===== config.mk =====
export PLATFORM = sky130hd
export DESIGN_NAME = imm_ext_arbiter
export DESIGN_NICKNAME = d
export VERILOG_FILES = /design/src/rtl/imm_ext_arbiter.sv
export SDC_FILE = /design/constraint.sdc
export NUM_CORES = 1
export LEC_CHECK = 0
export BUFFER_PORTS_ARGS = -buffer_cell sky130_fd_sc_hd__buf_2
export CAP_MARGIN = 40
export CORE_ASPECT_RATIO = 1.25
export CORE_MARGIN = 2
export CORE_UTILIZATION = 44
export CTS_CLUSTER_DIAMETER = 80
export DETAILED_ROUTE_END_ITERATION = 10
export PLACE_DENSITY = 0.74
export SLEW_MARGIN = 20
export SYNTH_ARGS = -nofsm -noshare
export SYNTH_HDL_FRONTEND = slang
export SYNTH_SLANG_ARGS = --single-unit

===== constraint.sdc =====
create_clock -name clk -period 3 [get_ports clk]
set_clock_uncertainty 0.15 [all_clocks]
set_input_delay 0.9 -clock clk [delete_from_list [all_inputs] [get_ports clk]]
set_output_delay 0.9 -clock clk [all_outputs]
set_load 0.03 [all_outputs]

===== src/rtl/imm_ext_arbiter.sv =====
// imm_ext_arbiter: round-robin two-requester immediate extender with a one-entry output register
module imm_ext_arbiter #(
  parameter bit SHIFT_BR = 1'b1
) (
  input  logic        clk,
  input  logic        reset,
  input  logic        req0_valid,
  input  logic [31:0] req0_instr,
  input  logic [1:0]  req0_fmt,
  output logic        req0_ready,
  input  logic        req1_valid,
  input  logic [31:0] req1_instr,
  input  logic [1:0]  req1_fmt,
  output logic        req1_ready,
  output logic        out_valid,
  input  logic        out_ready,
  output logic [63:0] out_imm,
  output logic        out_id,
  output logic [1:0]  out_fmt,
  output logic [15:0] acc0_cnt,
  output logic [15:0] acc1_cnt
);
  typedef enum logic {EMPTY, FULL} state_t;
  state_t state, state_nx;
  logic last, g0, g1, can_accept, acc0, acc1, acc;
  logic [31:0] sel_instr;
  logic [1:0] sel_fmt;
  logic [63:0] ext, imm;
  assign out_valid = (state == FULL);
  // grant, handshake, extraction and next-state selection
  always_comb begin
    g0 = req0_valid & (~req1_valid | last);
    g1 = req1_valid & (~req0_valid | ~last);
    can_accept = (state == EMPTY) | (out_valid & out_ready);
    req0_ready = reset & g0 & can_accept;
    req1_ready = reset & g1 & can_accept;
    acc0 = req0_valid & req0_ready;
    acc1 = req1_valid & req1_ready;
    acc = acc0 | acc1;
    sel_instr = acc1 ? req1_instr : req0_instr;
    sel_fmt = acc1 ? req1_fmt : req0_fmt;
    ext = (sel_fmt == 2'b00) ? {{55{sel_instr[20]}}, sel_instr[20:12]} :
          (sel_fmt == 2'b01) ? {{45{sel_instr[23]}}, sel_instr[23:5]} :
          (sel_fmt == 2'b10) ? {{38{sel_instr[25]}}, sel_instr[25:0]} :
                               {52'b0, sel_instr[21:10]};
    imm = (SHIFT_BR && (sel_fmt == 2'b01 || sel_fmt == 2'b10)) ? {ext[61:0], 2'b00} : ext;
    state_nx = acc ? FULL : (out_valid & out_ready) ? EMPTY : state;
  end
  // output-register state
  always_ff @(posedge clk) begin
    if (!reset) state <= EMPTY;
    else state <= state_nx;
  end
  // result capture, grant pointer and saturating accept counters
  always_ff @(posedge clk) begin
    if (!reset) begin
      out_imm <= '0;
      out_id <= 1'b0;
      out_fmt <= 2'b00;
      last <= 1'b1;
      acc0_cnt <= '0;
      acc1_cnt <= '0;
    end else begin
      if (acc) begin
        out_imm <= imm;
        out_id <= acc1;
        out_fmt <= sel_fmt;
        last <= acc1;
      end
      acc0_cnt <= acc0_cnt + {15'b0, acc0 & ~&acc0_cnt};
      acc1_cnt <= acc1_cnt + {15'b0, acc1 & ~&acc1_cnt};
    end
  end
endmodule


==> results of run 1 <==
==> power groups by stage <==
stage	combinational, mW	sequential (mW)	clock (mW)
floorplan	0.406	1.04	0
global placement	0.654	0.955	0
detailed placement	0.657	0.958	0
CTS	0.659	0.940	1.06
global route	0.701	0.945	1.10
finish	0.659	0.939	1.03
==> critical path: cells and delay by family <==
| family | cells | cell delay, ns |
|---|---|---|
| buf+inv | 3 | 0.52 |
| compound gates | 1 | 0.18 |
| simple gates | 1 | 0.16 |
==> flip-flops by register name (all words and copies together), names as in the netlist <==
signal     flops
out_valid      1
acc0_cnt      16
out_id         1
out_fmt        2
out_imm       28
last           1
acc1_cnt      16
==> routing by layer <==
metal  vias up  routed length, um
li1       1979                  -
met1      1912               5000
met2       186               6320
met3        37                911
met4         0                531
met5         -                  0
==> layout by cell type, fill, tap and decap left out, types with 11 or more instances in the layout <==
cell and n:
a21oi_1 11, xnor2_1 17, dfxtp_1 65, o21ai_0 16
mux2i_1 27, o221a_1 12, buf_4 26, and2_1 28
nand2_1 35, nand3_1 23, nor2_1 21, buf_2 162
==> how the worst max path moves through the flow <==
stage,from,end,slack [ns],cells past startpoint
3_3_place_gp,req0_valid,acc1_cnt[11]$_SDFF_PN0_,0.07,11
3_5_place_dp,req0_valid,acc1_cnt[7]$_SDFF_PN0_,0.02,12
2_1_floorplan,out_ready,acc1_cnt[15]$_SDFF_PN0_,-0.25,13
4_1_cts,req0_valid,req1_ready,0.20,5
5_1_grt,req0_valid,req1_ready,0.17,5
6_report,req0_valid,req1_ready,0.19,5
==> cell type report <==
type | count | area, um2
sequential | 65 | 1300
fill | 887 | 4230
multi-input combinational | 340 | 2550
clock inverter | 6 | 57.6
tap | 126 | 158
clock buffer | 10 | 239
timing repair buffer | 190 | 1050
inverter | 7 | 28.8
==> logic make-up after synthesis <==
logic type | synth area share (%)
simple gates | 20.0
compound gates | 18.7
buf+inv | 11.3
flops | 30.1
mux | 13.0
xor+xnor | 5.47
fa+ha+maj | 1.45
==> metrics.cfg, run 1 <==
[floorplan]
die-height_um=115
die_x_um=92.7
start_util_pct=45.0
row_count=40
core_um2=9610
die_area_um2=10600
ioPinCount=175

[power_and_ir_drop]
combinationalPowerShare_pct=25.1
p_clk_share_pct=39.3
p_int_mw=1.81
power_frac_seq_pct=35.7
power.density_nw_per_um2=489
p_leak_nw=2.61
p_sw_mw=0.825
p_total_mw=2.63
vdd_ir_drop_max_mv=0.313
p_sw_share_pct=31.4

[detailed_routing]
ant_nets=0
via_count=4114
firstDrtPassIters=4
avgViaCountPerCell=5.53
drc=0
avgRoutedWirePerCell_um=17.2
wl_mm=12.8
drt_iter0_drc=179

[timing]
tightest_slew_ns=0.778
slew_headroom_pct=48.1
setup_tns_ns=0
fin_ws_ns=0.191
fmax_ghz=0.356
hold_viol=0
finalCritPeriodShare_pct=93.6
setup_violations=0
hold_ws_ns=0.303
finalCriticalPeriod_ns=2.81
rsz0062_at_grt=false
slew_violations=0

[clock_tree]
clk_latency_ns=0.32
hold_buffers=0
clockBufferDepth=2
cts_sinks=65
cts_tree=built
postCtsSetupRepairBufs=0
h-tree-depth=3
cts-root-buf=clkbuf_16
cts_buffers=9
post_cts_resized=0
clk_pin_slew_worst_paths_ns=0.06

[setup_path]
r2r_cells=10
critPathMaxFanout=11
timing.rr.end=acc1_cnt[8]$_SDFF_PN0_
critPathSlowestCell=buf_2
worst_setup_path_start_kind=input port
reg2reg_from=acc1_cnt[7]$_SDFF_PN0_
crit_path_end_kind=primary output
crit_required_ns=1.95
cp_cell_sequence=buf_2 > a21boi_2 > nand3_4 > inv_4 > buf_2
criticalPathCategory=in -> out
critPathArrivalTime_ns=1.76
slowest_delay_ns=0.23
reg2reg_slack_ns=0.48
critPathMostFrequentCell=buf_2

[global_routing]
busiest_layer=met2
grt_max_degree=61
grt_use_met2_pct=39.7
grt_use_total_pct=23.6
grt_pass1_wl_mm=19.6
grt_pass1_vias=3904
met3_usage_pct=4.98
gr-total-overflow=0
use_met1_pct=27.9
antenna_found_initial=0

[synthesis]
ys_warn_count=0
syn_inst=478
synthesis.nets=556
seq_area_frac_synth_pct=30.1
synth_seq_cells=65
synthFlopType=dfxtp_1
synth.most_common_cell=dfxtp_1
ys_types=66
synth_enable_flop_cells=0
synth_common_cells=65 x dfxtp_1, 38 x buf_4, 35 x nand2_1
synth_top_cell_area_share_pct=30.1
synth_top_area_cell=dfxtp_1
synth_area_leaders=dfxtp_1 30%, buf_4 6.6%, mux2i_1 6.3%
syn_avg_cell_area_um2=9.04
synthArstFlopShare_pct=0
netlist_area_um2=4320

[place]
dpl.cell_count=728
dp_worst_setup_slack_ns=0.0220
io_buffer_count=162
place_area_um2=5080
place.gp.congestion=0.961
place_hpwl_mm=9.85

[final_layout]
layout.cells.non_filler=744
area_growth_pct=24.5
num-nets-final=691
num_antenna_cells=0
drive_gt1_share_pct=37.9
final_core_util_pct=56.0
fin_area_um2=5380

[hold_path]
holdPathEnd=out_imm[13]$_SDFFE_PN0P_
worstHoldStart=out_imm[13]$_SDFFE_PN0P_
min_path_type=reg -> reg
min_path_cells=2

[run_status]
status=finished clean

[job]
drv_cap=0

(Power assumes the default switching activity.)
==> inputs of run 2 (changes only) <==
--- a/config.mk
+++ b/config.mk
@@ -5,11 +5,12 @@
 export SDC_FILE = /design/constraint.sdc
 export NUM_CORES = 1
 export LEC_CHECK = 0
+export ABC_AREA = 1
 export BUFFER_PORTS_ARGS = -buffer_cell sky130_fd_sc_hd__buf_2
 export CAP_MARGIN = 40
 export CORE_ASPECT_RATIO = 1.25
 export CORE_MARGIN = 2
-export CORE_UTILIZATION = 44
+export CORE_UTILIZATION = 43
 export CTS_CLUSTER_DIAMETER = 80
 export DETAILED_ROUTE_END_ITERATION = 10
 export PLACE_DENSITY = 0.74
==> metrics.cfg, run 2 <==
[run_status]
status=finished clean  ; unchanged

[setup_path]
critPathMaxFanout=14  ; was 11
r2r_cells=16  ; was 10
slowest_delay_ns=0.20  ; was 0.23 ns
critPathSlowestCell=buf_2  ; unchanged
critPathMostFrequentCell=buf_2  ; unchanged
criticalPathCategory=in -> out  ; unchanged
reg2reg_from=acc1_cnt[6]$_SDFF_PN0_  ; was acc1_cnt[7]$_SDFF_PN0_
worst_setup_path_start_kind=input port  ; unchanged
crit_required_ns=1.95  ; about the same
cp_cell_sequence=buf_2 > nand2_4 > inv_4 > nand3_4 > buf_12 > inv_2 > buf_2  ; was buf_2 > a21boi_2 > nand3_4 > inv_4 > buf_2
crit_path_end_kind=primary output  ; unchanged
crit_start=reset  ; was req0_valid
reg2reg_slack_ns=0.51  ; was 0.48 ns
critPathArrivalTime_ns=1.80  ; was 1.76 ns
timing.rr.end=acc1_cnt[15]$_SDFF_PN0_  ; was acc1_cnt[8]$_SDFF_PN0_

[detailed_routing]
drt_iter0_drc=182  ; was 179
drc=0  ; unchanged
avgViaCountPerCell=4.92  ; was 5.53
firstDrtPassIters=4  ; unchanged
via_count=4170  ; was 4114
wl_mm=10.9  ; was 12.8 mm
avgRoutedWirePerCell_um=12.9  ; was 17.2 um
ant_nets=0  ; unchanged

[clock_tree]
clockBufferDepth=2  ; unchanged
hold_buffers=0  ; unchanged
cts_sinks=65  ; unchanged
post_cts_resized=0  ; unchanged
h-tree-depth=3  ; unchanged
cts_tree=built  ; unchanged
cts-root-buf=clkbuf_16  ; unchanged
postCtsSetupRepairBufs=0  ; unchanged
clk_pin_slew_worst_paths_ns=0.05  ; was 0.06 ns
cts_buffers=9  ; unchanged
clk_latency_ns=0.32  ; about the same

[synthesis]
ys_warn_count=0  ; unchanged
synth_top_cell_area_share_pct=33.1  ; was 30.1%
seq_area_frac_synth_pct=33.1  ; was 30.1%
synth.most_common_cell=nand2_1  ; was dfxtp_1
netlist_area_um2=3930  ; was 4320 um2
synth_seq_cells=65  ; unchanged
synthArstFlopShare_pct=0  ; unchanged
syn_inst=590  ; was 478
syn_avg_cell_area_um2=6.66  ; was 9.04 um2
synth_common_cells=174 x nand2_1, 65 x dfxtp_1, 50 x inv_1  ; was 65 x dfxtp_1, 38 x buf_4, 35 x nand2_1
ys_types=41  ; was 66
synth_enable_flop_cells=0  ; unchanged
synth_area_leaders=dfxtp_1 33%, nand2_1 17%, buf_4 7.8%  ; was dfxtp_1 30%, buf_4 6.6%, mux2i_1 6.3%
synthFlopType=dfxtp_1  ; unchanged
synthesis.nets=668  ; was 556
synth_top_area_cell=dfxtp_1  ; unchanged

[power_and_ir_drop]
p_leak_nw=2.60  ; was 2.61 nW
vdd_ir_drop_max_mv=0.330  ; was 0.313 mV
power.density_nw_per_um2=516  ; was 489 nW/um2
p_total_mw=2.55  ; was 2.63 mW

[final_layout]
num_antenna_cells=0  ; unchanged
drive_gt1_share_pct=32.0  ; was 37.9%
largest_reg_flops=28  ; unchanged
fillers=903  ; was 887
top_regs=out_imm x28, acc0_cnt x16, acc1_cnt x16  ; unchanged
num-nets-final=800  ; was 691
layout_commonest_cell=nand2_1  ; was buf_2
largest_register=out_imm  ; unchanged
area_growth_pct=25.9  ; was 24.5%
mostFrequentLayoutCells=172 x nand2_1, 162 x buf_2, 65 x dfxtp_1, 49 x inv_1, 49 x a21oi_1  ; was 162 x buf_2, 65 x dfxtp_1, 35 x nand2_1, 28 x and2_1, 27 x mux2i_1

[hold_path]
worstHoldStart=out_imm[13]$_SDFFE_PN0P_  ; unchanged
holdPathEnd=out_imm[13]$_SDFFE_PN0P_  ; unchanged
min_path_type=reg -> reg  ; unchanged
min_path_cells=2  ; unchanged

[timing]
rsz0062_at_grt=false  ; unchanged
fin_ws_ns=0.152  ; was 0.191 ns
finalCritPeriodShare_pct=94.9  ; was 93.6%
fmax_ghz=0.351  ; was 0.356 GHz
setup_violations=0  ; unchanged
tightest_slew_ns=0.756  ; was 0.778 ns
slew_headroom_pct=49.5  ; was 48.1%
hold_viol=0  ; unchanged
slew_violations=0  ; unchanged
finalCriticalPeriod_ns=2.85  ; was 2.81 ns
setup_tns_ns=0  ; unchanged

[floorplan]
die_area_um2=9920  ; was 10600 um2
row_count=39  ; was 40
die_x_um=89.5  ; was 92.7 um
die-height_um=111  ; was 115 um
core_um2=9030  ; was 9610 um2
ioPinCount=175  ; unchanged
start_util_pct=43.5  ; was 45.0%

[place]
place.gp.congestion=0.963  ; was 0.961
place_hpwl_mm=8.39  ; was 9.85 mm
io_buffer_count=162  ; unchanged
dp_worst_setup_slack_ns=-0.0377  ; was 0.0220 ns

[global_routing]
grt_use_total_pct=21.6  ; was 23.6%
grt_max_degree=43  ; was 61
grt_pass1_vias=3788  ; was 3904
gr-total-overflow=0  ; unchanged
grt_pass1_wl_mm=17.0  ; was 19.6 mm
antenna_found_initial=0  ; unchanged

[job]
drv_cap=0  ; unchanged

-- run 2: worst max path at each step --
| stage | endpoint |
|---|---|
| after global routing | req1_ready |
| after global placement | acc1_cnt[15]$_SDFF_PN0_ |
| after CTS | req1_ready |
| after detailed placement | acc1_cnt[15]$_SDFF_PN0_ |
| final | req1_ready |
| after floorplan | acc1_cnt[15]$_SDFF_PN0_ |
-- run 2: worst max-delay path: cells and delay by family --
kind / cells / cell delay [ns]
AND/OR/NAND/NOR: 2 / 0.17
buffers and inverters: 5 / 0.72
-- run 2: where the power goes --
| group | internal, mW | switching (mW) | leakage (nW) |
|---|---|---|---|
| logic | 0.212 | 0.476 | 1.95 |
| registers | 0.910 | 0.0347 | 0.530 |
| clock network | 0.548 | 0.369 | 0.124 |
-- run 2: area by class of cell --
| type | count | area [um2] | area share [%] |
|---|---|---|---|
| clock inverters | 5 | 33.8 | 0.683 |
| repair buffers | 179 | 963 | 19.5 |
| well taps | 123 | 154 | 3.11 |
| inverters | 60 | 230 | 4.66 |
| flip-flops and latches | 65 | 1300 | 26.3 |
| multi-input cells | 407 | 2040 | 41.2 |
| clock buffers | 9 | 225 | 4.56 |
-- run 2: logic make-up after synthesis --
| logic type | after synthesis | share of synthesized area [%] |
|---|---|---|
| flip-flops | 65 | 33.1 |
| adder cells (fa/ha/maj) | 5 | 1.59 |
| buffers and inverters | 118 | 16.4 |
| AND/OR/NAND/NOR | 270 | 29.3 |
| AO/OA/AOI/OAI | 129 | 18.9 |
| XOR/XNOR | 3 | 0.669 |
-- run 2: metrics by stage --
stage,hold WS [ns],util (%),area [um2],instances
final,0.312,54.8,4940,848
after detailed placement,0.301,51.9,4680,834
after global routing,0.325,54.8,4940,848
after global placement,0.301,51.9,4680,834
after floorplan,0.338,-,4000,590
after CTS,0.309,54.8,4940,848
-- run 2: routing by layer --
| layer | part of all wire (%) | vias to the layer above | GRT usage [%] | wire, um |
|---|---|---|---|---|
| met3 | 5.2 | 27 | 3.28 | 573 |
| met5 | 0 | - | 0 | 0 |
| li1 | - | 2143 | - | - |
| met4 | 2.8 | 0 | 8.96 | 308 |
| met1 | 40 | 1855 | 23.5 | 4360 |
| met2 | 52 | 145 | 39.9 | 5700 |
==> inputs of run 3 (changes only) <==
--- a/config.mk
+++ b/config.mk
@@ -13,7 +13,7 @@
 export CORE_UTILIZATION = 43
 export CTS_CLUSTER_DIAMETER = 80
 export DETAILED_ROUTE_END_ITERATION = 10
-export PLACE_DENSITY = 0.74
+export PLACE_DENSITY = 0.77
 export SLEW_MARGIN = 20
 export SYNTH_ARGS = -nofsm -noshare
 export SYNTH_HDL_FRONTEND = slang
==> metrics.cfg, run 3 (same netlist as run 2, synthesis figures left out) <==
[clock_tree]
clk_latency_ns=0.33  ; was 0.32 ns
cts-root-buf=clkbuf_16  ; unchanged
post_cts_resized=0  ; unchanged
clk_pin_slew_worst_paths_ns=0.05  ; about the same
cts_buffers=9  ; unchanged
clockBufferDepth=2  ; unchanged
cts_sinks=65  ; unchanged
hold_buffers=0  ; unchanged
postCtsSetupRepairBufs=0  ; unchanged
h-tree-depth=3  ; unchanged
cts_tree=built  ; unchanged

[timing]
hold_viol=0  ; unchanged
finalCritPeriodShare_pct=93.7  ; was 94.9%
hold_ws_ns=0.313  ; was 0.312 ns
rsz0062_at_grt=false  ; unchanged
slew_headroom_pct=48.0  ; was 49.5%
setup_violations=0  ; unchanged
finalCriticalPeriod_ns=2.81  ; was 2.85 ns
tightest_slew_ns=0.778  ; was 0.756 ns
fmax_ghz=0.356  ; was 0.351 GHz
slew_violations=0  ; unchanged

[hold_path]
min_path_type=reg -> reg  ; unchanged

[power_and_ir_drop]
vdd_ir_drop_max_mv=0.304  ; was 0.330 mV
p_leak_nw=2.61  ; was 2.60 nW
power.density_nw_per_um2=541  ; was 516 nW/um2
p_total_mw=2.69  ; was 2.55 mW

[global_routing]
grt_use_total_pct=23.2  ; was 21.6%
gr-total-overflow=0  ; unchanged
antenna_found_initial=0  ; unchanged
grt_max_degree=43  ; unchanged
grt_pass1_wl_mm=18.1  ; was 17.0 mm
grt_pass1_vias=4062  ; was 3788

[setup_path]
crit_path_end_kind=primary output  ; unchanged
critPathArrivalTime_ns=1.76  ; was 1.80 ns
worst_setup_path_start_kind=input port  ; unchanged
criticalPathCategory=in -> out  ; unchanged
critPathMaxFanout=40  ; was 14
crit_required_ns=1.95  ; about the same

[final_layout]
largest_register=out_imm  ; unchanged
num-nets-final=799  ; was 800
fillers=894  ; was 903
drive_gt1_share_pct=32.0  ; about the same
mostFrequentLayoutCells=172 x nand2_1, 162 x buf_2, 65 x dfxtp_1, 49 x inv_1, 49 x a21oi_1  ; unchanged
largest_reg_flops=28  ; unchanged
layout_commonest_cell=nand2_1  ; unchanged
top_regs=out_imm x28, acc0_cnt x16, acc1_cnt x16  ; unchanged
num_antenna_cells=0  ; unchanged
area_growth_pct=26.3  ; was 25.9%
fin_area_um2=4960  ; was 4940 um2

[detailed_routing]
drc=0  ; unchanged
dr_wl_met3_um=640  ; was 573 um
drt_iter0_drc=155  ; was 182
avgRoutedWirePerCell_um=13.6  ; was 12.9 um
firstDrtPassIters=4  ; unchanged
wl_mm=11.5  ; was 10.9 mm
wl_met2_mm=5.74  ; was 5.70 mm
avgViaCountPerCell=5.00  ; was 4.92
ant_nets=0  ; unchanged
via_count=4249  ; was 4170
highest_layer=met4  ; unchanged
wl_met1_mm=4.69  ; was 4.36 mm

[place]
place_hpwl_mm=8.69  ; was 8.39 mm
io_buffer_count=162  ; unchanged
place.gp.congestion=0.958  ; was 0.963
place_area_um2=4660  ; was 4680 um2

[floorplan]
start_util_pct=43.5  ; unchanged
row_count=39  ; unchanged
die_x_um=89.5  ; unchanged
core_um2=9030  ; unchanged
die_area_um2=9920  ; unchanged
ioPinCount=175  ; unchanged
die-height_um=111  ; unchanged

[job]
drv_cap=0  ; unchanged

[run_status]
status=finished clean  ; unchanged

run 3: area by class of cell:
cell class	count	area, um2	share of cell area [%]
Clock buffer	11	243	4.89
Tap cell	123	154	3.10
Sequential cell	65	1300	26.2
Clock inverter	5	55.1	1.11
Timing Repair Buffer	178	943	19.0
Multi-Input combinational cell	407	2040	41.0
Inverter	60	230	4.64
run 3: path summary, 6_finish.rpt:
path,to,cells after the start,from,slack [ns]
worst min register to register,out_imm[13]$_SDFFE_PN0P_,2,out_imm[13]$_SDFFE_PN0P_,0.31
worst min-delay path,out_imm[13]$_SDFFE_PN0P_,2,out_imm[13]$_SDFFE_PN0P_,0.31
worst max register to register,acc1_cnt[15]$_SDFF_PN0_,16,acc1_cnt[6]$_SDFF_PN0_,0.49
worst max-delay path,req1_ready,7,reset,0.19
run 3: power by group:
group	internal [mW]	switching [mW]	total, mW
Clock	0.663	0.390	1.05
Combinational	0.208	0.480	0.688
Sequential	0.910	0.0349	0.945
Total	1.78	0.904	2.69
run 3: critical path, stage by stage:
cell     delay (ns)
buf_2          0.15
nand2_4        0.06
inv_4          0.07
nand3_4        0.11
buf_12         0.20
inv_2          0.07
buf_2          0.18
run 3: routing by layer:
| metal | GRT usage (%) | up-vias |
|---|---|---|
| li1 | - | 2138 |
| met1 | 25.1 | 1907 |
| met2 | 40.1 | 172 |
| met3 | 4.39 | 32 |
| met4 | 14.2 | 0 |
| met5 | 0 | - |
run 3: through the flow:
| stage | TNS, ns | util [%] | setup slack, ns | cells |
|---|---|---|---|---|
| 2_1_floorplan | -0.0292 | - | -0.0292 | 590 |
| 3_3_place_gp | 0 | 51.7 | 0.0642 | 833 |
| 3_5_place_dp | 0 | 51.7 | 0.0135 | 833 |
| 4_1_cts | 0 | 55.0 | 0.167 | 849 |
| 5_1_grt | 0 | 55.0 | 0.107 | 849 |
| 6_report | 0 | 55.0 | 0.190 | 849 |
